## config.mk

```make
export PLATFORM = sky130hd
export DESIGN_NAME = uart_program_loader
export DESIGN_NICKNAME = d
export VERILOG_FILES = /design/src/rtl/uart_program_loader.sv
export SDC_FILE = /design/constraint.sdc
export NUM_CORES = 1
export LEC_CHECK = 0
export ABC_CLOCK_PERIOD_IN_PS = 4200
export BUFFER_PORTS_ARGS = -buffer_cell sky130_fd_sc_hd__buf_2
export CAP_MARGIN = 5
export CORE_MARGIN = 3
export CORE_UTILIZATION = 35
export DETAILED_ROUTE_END_ITERATION = 10
export GPL_TIMING_DRIVEN = 0
export PLACE_DENSITY = 0.61
export SYNTH_ARGS = -nofsm -noshare
export SYNTH_HDL_FRONTEND = slang
export SYNTH_SLANG_ARGS = --single-unit
```

## constraint.sdc

```tcl
create_clock -name clk -period 4.2 [get_ports clk]
set_clock_uncertainty 0.05 [all_clocks]
set_input_delay 0.84 -clock clk [delete_from_list [all_inputs] [get_ports clk]]
set_output_delay 0.84 -clock clk [all_outputs]
set_load 0.03 [all_outputs]
```

## src/rtl/uart_program_loader.sv

```systemverilog
`timescale 1ns/1ps
`default_nettype none
// ============================================================================
// Module   : uart_program_loader
// Brief    : Loads N 16-bit words (low byte first) from a UART receive FIFO
//            into program memory. Define LOADER_ECHO_EN to echo every byte.
// Revision : 1.0  initial release
// ============================================================================
module uart_program_loader #(
    parameter int          ADDR_W      = 8,
    parameter logic [23:0] TIMEOUT_CYC = 24'd10_000_000
) (
    input  logic              clk,
    input  logic              reset,
    input  logic              start,
    input  logic              rx_empty,
    input  logic [7:0]        r_data,
    output logic              rd_uart,
    input  logic              tx_full,
    output logic [7:0]        w_data,
    output logic              wr_uart,
    output logic              mem_we,
    output logic [ADDR_W-1:0] mem_addr,
    output logic [15:0]       mem_wdata,
    output logic              busy,
    output logic              done,
    output logic              error
);

    typedef enum logic [2:0] {
        IDLE    = 3'd0,
        GET_CNT = 3'd1,
        GET_LO  = 3'd2,
        GET_HI  = 3'd3,
        WRITE   = 3'd4,
        DONE    = 3'd5,
        ERROR   = 3'd6
`ifdef LOADER_ECHO_EN
        ,
        ECHO    = 3'd7
`endif
    } state_t;

    state_t              state_q;
    state_t              nxt_d;
    logic [7:0]          rem_q;
    logic [7:0]          lo_q;
    logic [7:0]          hi_q;
    logic [ADDR_W-1:0]   addr_q;
    logic [ADDR_W-1:0]   mem_addr_q;
    logic [15:0]         mem_wdata_q;
    logic [23:0]         tmo_q;
    logic [23:0]         tmo_d;
    logic                rd_uart_q;
    logic                mem_we_q;
    logic                busy_q;
    logic                done_q;
    logic                error_q;
    logic                take_d;
    logic                wait_d;

`ifdef LOADER_ECHO_EN
    state_t              ret_q;
    logic [7:0]          echo_q;
    logic [7:0]          w_data_q;
    logic                wr_uart_q;
`endif

    // The FIFO head is stale while a pop is in flight, so the cycle after
    // rd_uart neither consumes a byte nor advances the timeout.
    always_comb begin
        take_d = 1'b0;
        wait_d = 1'b0;
        tmo_d  = tmo_q + 24'd1;
        nxt_d  = IDLE;
        if (!rd_uart_q && (state_q == GET_CNT || state_q == GET_LO || state_q == GET_HI)) begin
            take_d = !rx_empty;
            wait_d = rx_empty;
        end
        case (state_q)
            GET_CNT: nxt_d = (r_data == 8'd0) ? DONE : GET_LO;
            GET_LO:  nxt_d = GET_HI;
            GET_HI:  nxt_d = WRITE;
            default: nxt_d = IDLE;
        endcase
    end

    always_ff @(posedge clk) begin
        if (reset) begin
            state_q     <= IDLE;
            rem_q       <= 8'd0;
            lo_q        <= 8'd0;
            hi_q        <= 8'd0;
            addr_q      <= '0;
            mem_addr_q  <= '0;
            mem_wdata_q <= 16'd0;
            tmo_q       <= 24'd0;
            rd_uart_q   <= 1'b0;
            mem_we_q    <= 1'b0;
            busy_q      <= 1'b0;
            done_q      <= 1'b0;
            error_q     <= 1'b0;
`ifdef LOADER_ECHO_EN
            ret_q       <= IDLE;
            echo_q      <= 8'd0;
            w_data_q    <= 8'd0;
            wr_uart_q   <= 1'b0;
`endif
        end else begin
            rd_uart_q <= 1'b0;
            mem_we_q  <= 1'b0;
            done_q    <= 1'b0;
`ifdef LOADER_ECHO_EN
            wr_uart_q <= 1'b0;
`endif
            case (state_q)
                IDLE: begin
                    if (start) begin
                        state_q <= GET_CNT;
                        busy_q  <= 1'b1;
                        error_q <= 1'b0;
                        tmo_q   <= 24'd0;
                    end
                end
                GET_CNT, GET_LO, GET_HI: begin
                    if (take_d) begin
                        rd_uart_q <= 1'b1;
                        tmo_q     <= 24'd0;
                        if (state_q == GET_CNT) begin
                            rem_q  <= r_data;
                            addr_q <= '0;
                        end
                        if (state_q == GET_LO) lo_q <= r_data;
                        if (state_q == GET_HI) hi_q <= r_data;
`ifdef LOADER_ECHO_EN
                        echo_q  <= r_data;
                        ret_q   <= nxt_d;
                        state_q <= ECHO;
`else
                        state_q <= nxt_d;
`endif
                    end else if (wait_d) begin
                        if (tmo_d >= TIMEOUT_CYC) state_q <= ERROR;
                        else                      tmo_q   <= tmo_d;
                    end
                end
                WRITE: begin
                    mem_we_q    <= 1'b1;
                    mem_addr_q  <= addr_q;
                    mem_wdata_q <= {hi_q, lo_q};
                    addr_q      <= addr_q + ADDR_W'(1);
                    rem_q       <= rem_q - 8'd1;
                    state_q     <= (rem_q == 8'd1) ? DONE : GET_LO;
                end
`ifdef LOADER_ECHO_EN
                ECHO: begin
                    if (!tx_full) begin
                        wr_uart_q <= 1'b1;
                        w_data_q  <= echo_q;
                        state_q   <= ret_q;
                    end
                end
`endif
                DONE: begin
                    done_q  <= 1'b1;
                    busy_q  <= 1'b0;
                    state_q <= IDLE;
                end
                ERROR: begin
                    error_q <= 1'b1;
                    busy_q  <= 1'b0;
                    state_q <= IDLE;
                end
                default: state_q <= IDLE;
            endcase
        end
    end

    assign rd_uart   = rd_uart_q;
    assign mem_we    = mem_we_q;
    assign mem_addr  = mem_addr_q;
    assign mem_wdata = mem_wdata_q;
    assign busy      = busy_q;
    assign done      = done_q;
    assign error     = error_q;

`ifdef LOADER_ECHO_EN
    assign wr_uart = wr_uart_q;
    assign w_data  = w_data_q;
`else
    logic unused_tx_full;
    assign unused_tx_full = tx_full;
    assign wr_uart = 1'b0;
    assign w_data  = 8'd0;
`endif

endmodule
`default_nettype wire

```

==> flow_metrics.env, run 1 <==
export IMPL_fin_crit_sh=0.7922
export IMPL_gp_congestion=0.8675
export IMPL_via_count=3958
export IMPL_synth_common_cells="dfxtp_1, nand2_1, nor2_1"
export IMPL_cts_buffer_depth=2
export IMPL_hpwl_um=7965
export IMPL_r2r_slack_ps=870
export IMPL_min_delay_start="hi_q[5]"
export IMPL_fmaxAchievable_ghz=0.3005
export IMPL_power_share_switching=0.3247
export IMPL_synth_top_area_frac=0.4015
export IMPL_wl_um=11050
export IMPL_holdWs_ps=397.5
export IMPL_rows=40
export IMPL_wl_per_cell_um=14.23
export IMPL_switchingPower_uw=748.4
export IMPL_core_area_sq_mm=0.01211
export IMPL_grt_max_degree=17
export IMPL_grtUsageMet2=0.2573
export IMPL_drtAntennaViolNets=0
export IMPL_ios=51
export IMPL_critPathKind="reg2reg"
export IMPL_finalWorstSetupSlack_ps=872.6
export IMPL_nNetsFinal=620
export IMPL_power_frac_comb=0.230
export IMPL_n_fill_cell=1283
export IMPL_clkSinkCount=88
export IMPL_worstReg2RegEnd="state_q[0]"
export IMPL_p_leak_nw=2.043
export IMPL_hold_class="reg2reg"
export IMPL_grt_pass1_wl_um=18810
export IMPL_rsz0062_at_grt="no"
export IMPL_grt_pass1_vias=3772
export IMPL_final_hold_viol_count=0
export IMPL_sequentialPowerShare=0.404
export IMPL_htree_levels=3
export IMPL_grt_busiest_layer="met2"
export IMPL_drc=0
export IMPL_drv_cap=0
export IMPL_synth_cells=544
export IMPL_start_kind="flip-flop"
export IMPL_min_period_ps=3327
export IMPL_vdd_drop_max_v=0.0001828
export IMPL_place_ws_ps=912.1
export IMPL_track_usage=0.1624
export IMPL_clock_root_buffer="clkbuf_16"
export IMPL_clkPwrFrac=0.366
export IMPL_cp_slowest_stage_delay_ps=460
export IMPL_placed_area_sq_mm=0.004828
export IMPL_tightest_slew_ps=611.1
export IMPL_use_met3=0.03123
export IMPL_crit_slowest_cell="a211oi_4"
export IMPL_path_clk_slew_ps=70
export IMPL_use_met1=0.2263
export IMPL_drv_slew=0
export IMPL_die_w_um=118.0
export IMPL_synth_flop_cell="dfxtp_1"
export IMPL_hold_path_end="mem_wdata[13]"
export IMPL_async_reset_ff_frac=0
export IMPL_cp_cell_sequence="ha_1, and2_1, buf_2, nand3_1, or2_1, o31ai_1, a31oi_2, a211oi_4, o21ai_2, a211oi_2, mux2_1"
export IMPL_initial_core_util=0.3623
export IMPL_final_cell_area_sq_mm=0.005144
export IMPL_firstDrtPassIters=4
export IMPL_r2r_cells=11
export IMPL_yosys_cell_types_count=67
export IMPL_yosysTopAreaCell="dfxtp_1"
export IMPL_via_per_inst=5.101
export IMPL_cts_tree="built"
export IMPL_yosysMostFrequentCell="dfxtp_1"
export IMPL_crit_fanout=6
export IMPL_synth_seq_area_share=0.4015
export IMPL_cp_arrival_ps=3500
export IMPL_cts_setup_buffers=0
export IMPL_p_int_mw=1.557
export IMPL_critPathLaunch="tmo_q[0]"
export IMPL_critPathCaptureType="flip-flop"
export IMPL_worstReg2RegStart="tmo_q[0]"
export IMPL_setup_viol=0
export IMPL_drive_gt1_frac=0.1530
export IMPL_synth_edf_count=0
export IMPL_setup_tns_ps=0
export IMPL_status="finished clean"
export IMPL_synthToLayoutAreaGrowth_pct=17.22
export IMPL_maxSlewHeadroom=0.5918
export IMPL_critPathBufInv=1
export IMPL_netlist_top_cells_area="dfxtp_1, nand2_1, nor2_1"
export IMPL_grt_ovfl_total=0
export IMPL_synth_warnings=0
export IMPL_dieArea_sq_mm=0.01392
export IMPL_die_h_um=118.0
export IMPL_worstPathRequired_ps=4370
export IMPL_syn_area_sq_mm=0.004388
export IMPL_numCtsBuffers=9
export IMPL_cts_resized_gates=0
export IMPL_antenna_found_initial=0
export IMPL_n_antenna_cell=0
export IMPL_ys_ff_latch=88
export IMPL_crit_family="compound AO/OA/AOI/OAI gates"
export IMPL_portBuffers=40
export IMPL_synth_area_per_cell_sq_um=8.066
export IMPL_powerDensity_mw_per_mm2=448.1
export IMPL_drtIter0Drc=371
export IMPL_hold_depth=2
export IMPL_clkLatencyLatePin_ps=340
export IMPL_cts_hold_buf=0
## final cells by class
class                           count  area [sq um]  area share
Tap cell                          168         210.2     0.04087
Timing Repair Buffer               40         200.2     0.03892
Inverter                            8         30.03    0.005838
Clock inverter                      6         76.32     0.01484
Sequential cell                    88          1762      0.3425
Clock buffer                       10         239.0     0.04646
Multi-Input combinational cell    411          2396      0.4658
Buffer                             45         230.2     0.04476
## registers in the layout, indices dropped and copies added (netlist names)
signal,cells
tmo_q,24
mem_wdata,16
addr_q,8
hi_q,8
lo_q,8
mem_addr,8
rem_q,8
state_q,3
busy,1
done,1
error,1
mem_we,1
rd_uart,1
## power groups by stage
| stage | registers [mW] | clock network, mW | logic, mW |
|---|---|---|---|
| 2_1_floorplan | 0.947 | 0 | 0.388 |
| 3_5_place_dp | 0.948 | 0 | 0.526 |
| 6_report | 0.930 | 0.843 | 0.531 |
| 3_3_place_gp | 0.945 | 0 | 0.511 |
| 4_1_cts | 0.929 | 0.858 | 0.528 |
| 5_1_grt | 0.938 | 0.891 | 0.602 |
## how the worst max path moves through the flow
| stage | cells after the start | endpoint | slack [ps] |
|---|---|---|---|
| floorplan | 11 | state_q[0] | 1290 |
| global placement | 11 | state_q[0] | 950 |
| detailed placement | 11 | state_q[0] | 910 |
| CTS | 11 | state_q[0] | 890 |
| global route | 11 | state_q[0] | 670 |
| finish | 11 | state_q[0] | 870 |
## layer usage
metal  vias up  share of wire
met5         -              0
met4         0          0.010
met3         8          0.042
met2        89           0.46
met1      1849           0.49
li1       2012              -
## kinds of logic (layout without fill, tap and decap cells)
group,Yosys count,count (layout),share of synthesized area
mux,22,22,0.05047
xor+xnor,12,12,0.02395
simple gates,235,235,0.2623
compound gates,129,129,0.1902
other cells,1,9,0.0008546
flops,88,88,0.4015
buf+inv,53,109,0.05931
fa+ha+maj,4,4,0.01141
## worst register-to-register path, delay by kind of cell (launching register included)
kind	cells	cell delay [ps]
fa+ha+maj	1	270
mux	1	350
buf+inv	1	160
compound gates	5	1360
flops	1	420
simple gates	3	600
## stage by stage
step                utilization  total power [mW]  std cells
floorplan                     -             1.335        552
global placement         0.3987             1.456        760
detailed placement       0.3987             1.473        760
CTS                      0.4247             2.314        776
global route             0.4247             2.431        776
finish                   0.4247             2.305        776
## cells in the final DEF (no fill, tap or decap), types with 4 or more instances in the layout
cell / count
a21oi_1: 43
a31oi_1: 6
and2_1: 4
and3_1: 4
buf_2: 47
buf_4: 10
clkbuf_1: 26
clkbuf_16: 9
conb_1: 9
dfxtp_1: 88
ha_1: 4
inv_1: 8
mux2i_1: 21
nand2_1: 79
nand2b_1: 4
nand3_1: 19
nand4_1: 7
nor2_1: 71
nor2b_1: 5
nor3_1: 12
nor4_1: 4
o21ai_0: 13
o21ai_1: 16
o31ai_1: 18
xnor2_1: 5
xor2_1: 7
Power figures use the tool's default switching activity.
==> run 2, diff against run 1 <==
ABC_CLOCK_PERIOD_IN_PS = 2700   (was 4200)
PLACE_DENSITY = 0.63   (was 0.61)
clock period = 2.7 ns   (was 4.2 ns; I/O delays follow)
==> run 2 against run 1 <==
Effect of this change: the flow now finishes with violations (negative setup slack); critical path depth is 3 higher; count of clock-buffer cells in the layout is 1 lower; non-clock buffer count is 39 higher; combinational power is 78% higher; cell area is 13% higher; worst hold slack better by 3.9 ps; global-route usage is 1.3 points higher; register-to-register slack worse by 1000 ps; sequential power is 55% higher; power is 60% higher; worst setup slack worse by 1000 ps; first-iteration DRC count is 17% lower.
==> flow_metrics.env, run 2 (synthesis results as in run 1) <==
export IMPL_gp_congestion=0.8677
export IMPL_drv_slew=0
export IMPL_final_cell_area_sq_mm=0.005807
export IMPL_hold_class="reg2reg"
export IMPL_worstPathRequired_ps=2880
export IMPL_synthToLayoutAreaGrowth_pct=32.34
export IMPL_placed_area_sq_mm=0.004843
export IMPL_portBuffers=40
export IMPL_die_h_um=118.0
export IMPL_powerDensity_mw_per_mm2=635.6
export IMPL_via_per_inst=5.219
export IMPL_final_util=0.4794
export IMPL_n_antenna_cell=0
export IMPL_grt_pass1_wl_um=20220
export IMPL_final_cell_mix="nand2_1, dfxtp_1, nor2_1, buf_4, a21oi_1"
export IMPL_grt_pass1_vias=4037
export IMPL_numCtsBuffers=9
export IMPL_critPathLaunch="tmo_q[3]"
export IMPL_setup_viol=24
export IMPL_clock_root_buffer="clkbuf_16"
export IMPL_n_fill_cell=1177
export IMPL_crit_fanout=8
export IMPL_crit_top_cell="buf_6"
export IMPL_antenna_found_initial=0
export IMPL_initial_core_util=0.3623
export IMPL_drive_gt1_frac=0.2835
export IMPL_track_usage=0.1751
export IMPL_critPathBufInv=5
export IMPL_clkLatencyLatePin_ps=340
export IMPL_rows=40
export IMPL_drtAntennaViolNets=0
export IMPL_largest_reg_flops=24
export IMPL_tightest_slew_ps=634.0
export IMPL_cts_buffer_depth=2
export IMPL_wl_per_cell_um=15.08
export IMPL_cp_slowest_stage_delay_ps=410
export IMPL_critPathCaptureType="flip-flop"
export IMPL_die_w_um=118.0
export IMPL_seq_area_sq_mm=0.001798
export IMPL_vdd_drop_max_v=0.0004136
export IMPL_rsz0062_at_grt="yes"
export IMPL_crit_slowest_cell="a211oi_4"
export IMPL_status="complete, but fails checks"
export IMPL_htree_levels=3
export IMPL_finalWorstSetupSlack_ps=-154.2
export IMPL_place_ws_ps=-397.0
export IMPL_hpwl_um=7880
export IMPL_p_leak_nw=2.361
export IMPL_core_area_sq_mm=0.01211
export IMPL_min_delay_start="lo_q[2]"
export IMPL_ios=51
export IMPL_cp_cell_sequence="buf_6, nand4_4, buf_6, nor4_4, buf_4, xnor2_2, o211ai_1, a31oi_4, a211oi_4, buf_6, o22ai_4, buf_6, o21ai_2, o31ai_4"
export IMPL_start_kind="flip-flop"
export IMPL_place_inst=760
export IMPL_clkSinkCount=88
export IMPL_finalPower_mw=3.691
export IMPL_final_cell_count_no_fill=817
export IMPL_cp_arrival_ps=3030
export IMPL_critPathKind="reg2reg"
export IMPL_multi_input_comb_area_sq_mm=0.002656
export IMPL_worstReg2RegStart="tmo_q[3]"
export IMPL_path_clk_slew_ps=70
export IMPL_violations="negative setup slack"
export IMPL_regMostFlops="tmo_q"
export IMPL_fmaxAchievable_ghz=0.3504
export IMPL_drtIter0Drc=308
export IMPL_min_period_ps=2854
export IMPL_fin_crit_sh=1.057
export IMPL_drv_cap=0
export IMPL_holdWs_ps=401.4
export IMPL_grt_ovfl_total=0
export IMPL_via_count=4264
export IMPL_firstDrtPassIters=5
export IMPL_nNetsFinal=661
export IMPL_wl_um=12320
export IMPL_final_hold_viol_count=0
export IMPL_cts_tree="built"
export IMPL_crit_family="compound AO/OA/AOI/OAI gates"
export IMPL_dieArea_sq_mm=0.01392
export IMPL_maxSlewHeadroom=0.5761
export IMPL_drc=0
export IMPL_grt_max_degree=18
export IMPL_layout_commonest_cell="nand2_1"
export IMPL_setup_tns_ps=-1567
## run 2: repair_timing
item,in CTS,in global routing
endpoints found under the setup margin,26,26
buffers inserted,28,12
gates resized for setup,70,13
pin swaps,25,13
cloned,4,0
hold endpoints to repair,0,0
hold buffers,0,0
## run 2: path summary, 6_finish.rpt
check                                    end  slack, ps  depth (start not counted)
worst max register to register     tmo_q[13]       -150                         14
worst max-delay path               tmo_q[13]       -150                         14
worst min register to register  mem_wdata[2]        400                          2
worst min-delay path            mem_wdata[2]        400                          2
## run 2: where the power goes
group	switching, mW	internal, mW
combinational	0.580	0.363
clock	0.571	0.737
sequential	0.0702	1.37
total	1.22	2.47
## run 2: final cells by class
type,count,share of cell area
clock buffers,9,0.03878
clock inverters,7,0.01465
flip-flops and latches,88,0.3096
multi-input cells,413,0.4574
well taps,168,0.03620
plain buffers,42,0.04460
repair buffers,82,0.09351
inverters,8,0.005171
## run 2: routing by layer
metal,global-route usage,vias up,part of all wire
li1,-,2105,-
met1,0.2295,2014,0.45
met2,0.2875,125,0.48
met3,0.03556,20,0.047
met4,0.05934,0,0.021
met5,0,-,0
## run 2: worst register-to-register path, delay by kind of cell, from the launching register on
kind | cells | cell delay, ps
simple gates | 2 | 460
buf+inv | 5 | 820
xor+xnor | 1 | 60
flops | 1 | 320
compound gates | 6 | 1040
==> run 3, diff against run 2 <==
CORE_MARGIN = not set   (was 3)
CTS_CLUSTER_DIAMETER = 120   (was not set)
==> run 3 against run 2 <==
Effect of this change: the run still ends with negative setup slack left; die area is 6.7% lower; worst hold slack better by 1.7 ps; flip-flop and latch count stayed put; sequential power hardly changed; non-clock buffer count is 5 lower; combinational power is 2% higher; count of clock-buffer cells in the layout is 1 higher; worst setup slack worse by 71 ps; register-to-register slack worse by 70 ps; critical path depth is 1 higher; global-route usage is 1.6 points higher; critical endpoint is now tmo_q[5]; highest routed layer unchanged.
==> flow_metrics.env, run 3 (synthesis results as in run 1) <==
export IMPL_drv_slew=0
export IMPL_core_area_sq_mm=0.01211
export IMPL_vdd_drop_max_v=0.0003427
export IMPL_dieArea_sq_mm=0.01299
export IMPL_cts_buffer_depth=2
export IMPL_critPathLaunch="tmo_q[3]"
export IMPL_drtAntennaViolNets=0
export IMPL_die_h_um=114.0
export IMPL_drv_cap=0
export IMPL_drc=0
export IMPL_htree_levels=3
export IMPL_fin_crit_sh=1.083
export IMPL_worstPathRequired_ps=2890
export IMPL_grt_ovfl_total=0
export IMPL_tightest_slew_ps=626.7
export IMPL_hold_class="reg2reg"
export IMPL_firstDrtPassIters=5
export IMPL_finalPower_mw=3.642
export IMPL_finalWorstSetupSlack_ps=-224.7
export IMPL_initial_core_util=0.3623
export IMPL_antenna_found_initial=0
export IMPL_cts_tree="built"
export IMPL_multi_input_comb_area_sq_mm=0.002686
export IMPL_grt_pass1_wl_um=19530
export IMPL_fmaxAchievable_ghz=0.3419
export IMPL_drive_gt1_frac=0.2826
export IMPL_clkSinkCount=88
export IMPL_start_kind="flip-flop"
export IMPL_die_w_um=114.0
export IMPL_path_clk_slew_ps=70
export IMPL_worstReg2RegEnd="tmo_q[5]"
export IMPL_via_count=4368
export IMPL_numCtsBuffers=9
export IMPL_setup_viol=26
export IMPL_maxSlewHeadroom=0.5822
export IMPL_min_period_ps=2925
export IMPL_cp_arrival_ps=3110
export IMPL_r2r_cells=15
export IMPL_drtIter0Drc=230
export IMPL_wl_um=12870
export IMPL_regMostFlops="tmo_q"
export IMPL_final_cell_mix="nand2_1, dfxtp_1, nor2_1, a21oi_1, buf_2"
export IMPL_place_inst=760
export IMPL_ios=51
export IMPL_crit_path_end="tmo_q[5]"
export IMPL_layout_commonest_cell="nand2_1"
export IMPL_violations="negative setup slack"
export IMPL_p_leak_nw=2.350
export IMPL_grt_max_degree=17
export IMPL_clkLatencyLatePin_ps=350
export IMPL_wl_per_cell_um=15.84
export IMPL_nNetsFinal=656
export IMPL_critPathCaptureType="flip-flop"
export IMPL_critPathKind="reg2reg"
export IMPL_final_cell_count_no_fill=812
export IMPL_seq_area_sq_mm=0.001795
export IMPL_track_usage=0.1907
export IMPL_worstReg2RegStart="tmo_q[3]"
export IMPL_cts_hold_buf=0
export IMPL_rows=40
export IMPL_portBuffers=40
export IMPL_grt_pass1_vias=3974
export IMPL_synthToLayoutAreaGrowth_pct=32.51
export IMPL_n_fill_cell=1165
export IMPL_rsz0062_at_grt="yes"
export IMPL_crit_fanout=8
export IMPL_n_antenna_cell=0
export IMPL_hpwl_um=7884
export IMPL_final_hold_viol_count=0
export IMPL_clock_root_buffer="clkbuf_16"
export IMPL_largest_reg_flops=24
export IMPL_powerDensity_mw_per_mm2=626.4
export IMPL_via_per_inst=5.379
export IMPL_gp_congestion=0.8381
export IMPL_r2r_slack_ps=-220
export IMPL_status="complete, but fails checks"
==> run 3: cell type report <==
class / count / share of cell area
timing repair buffer: 77 / 0.09382
multi-input combinational: 413 / 0.4620
buffer: 42 / 0.04433
clock inverter: 6 / 0.008608
inverter: 8 / 0.005165
sequential: 88 / 0.3088
tap: 168 / 0.03615
clock buffer: 10 / 0.04110
==> run 3: repair_timing <==
item | in CTS | in global routing
setup buffers | 23 | 13
cloned | 2 | 2
pin swaps | 18 | 30
endpoints found under the setup margin | 26 | 26
gates resized for setup | 44 | 49
==> run 3: worst min-delay path by stage <==
| stage | depth (start not counted) | from | endpoint | slack, ps |
|---|---|---|---|---|
| 2_1_floorplan | 2 | hi_q[2] | mem_wdata[10] | 380 |
| 3_3_place_gp | 2 | hi_q[0] | mem_wdata[8] | 390 |
| 3_5_place_dp | 2 | mem_wdata[2] | mem_wdata[2] | 390 |
| 4_1_cts | 2 | mem_wdata[2] | mem_wdata[2] | 400 |
| 5_1_grt | 2 | mem_addr[1] | mem_addr[1] | 420 |
| 6_report | 2 | mem_addr[7] | mem_addr[7] | 400 |
==> run 3: report_power, final <==
| group | leakage, nW | internal, mW | total, mW | switching, mW |
|---|---|---|---|---|
| Clock | 0.141 | 0.663 | 1.24 | 0.575 |
| Combinational | 1.49 | 0.372 | 0.962 | 0.590 |
| Sequential | 0.719 | 1.37 | 1.44 | 0.0718 |
==> run 3: worst max-delay path: stages, from the launching register on <==
cell and delay (ps):
dfxtp_2 330, buf_6 130, nand4_4 130, buf_6 160, nor4_4 340, buf_4 200
xnor2_2 100, o211ai_1 150, a31oi_4 220, a211oi_4 90, buf_6 150, buf_6 120
o22ai_4 270, buf_6 180, o21ai_1 90, o31ai_1 90
==> run 3: through the flow <==
step / utilization / hold WS, ps / setup TNS [ps] / setup WS [ps] / cell area [sq um]
final: 0.4801 / 403.1 / -3906 / -224.7 / 5814
after detailed placement: 0.3999 / 394.6 / -6001 / -395.7 / 4843
after floorplan: - / 381.6 / 0 / 12.39 / 4433
after CTS: 0.4538 / 403.5 / -138.6 / -65.71 / 5497
after global placement: 0.3999 / 392.9 / -5489 / -365.4 / 4843
after global routing: 0.4801 / 420.2 / -5919 / -310.5 / 5814
==> run 3: per-layer routing <==
| metal | share of wire | up-vias | global-route usage |
|---|---|---|---|
| li1 | - | 2102 | - |
| met1 | 0.44 | 2033 | 0.2465 |
| met3 | 0.059 | 39 | 0.03985 |
| met4 | 0.026 | 0 | 0.08312 |
| met2 | 0.48 | 194 | 0.3071 |
| met5 | 0 | - | 0 |
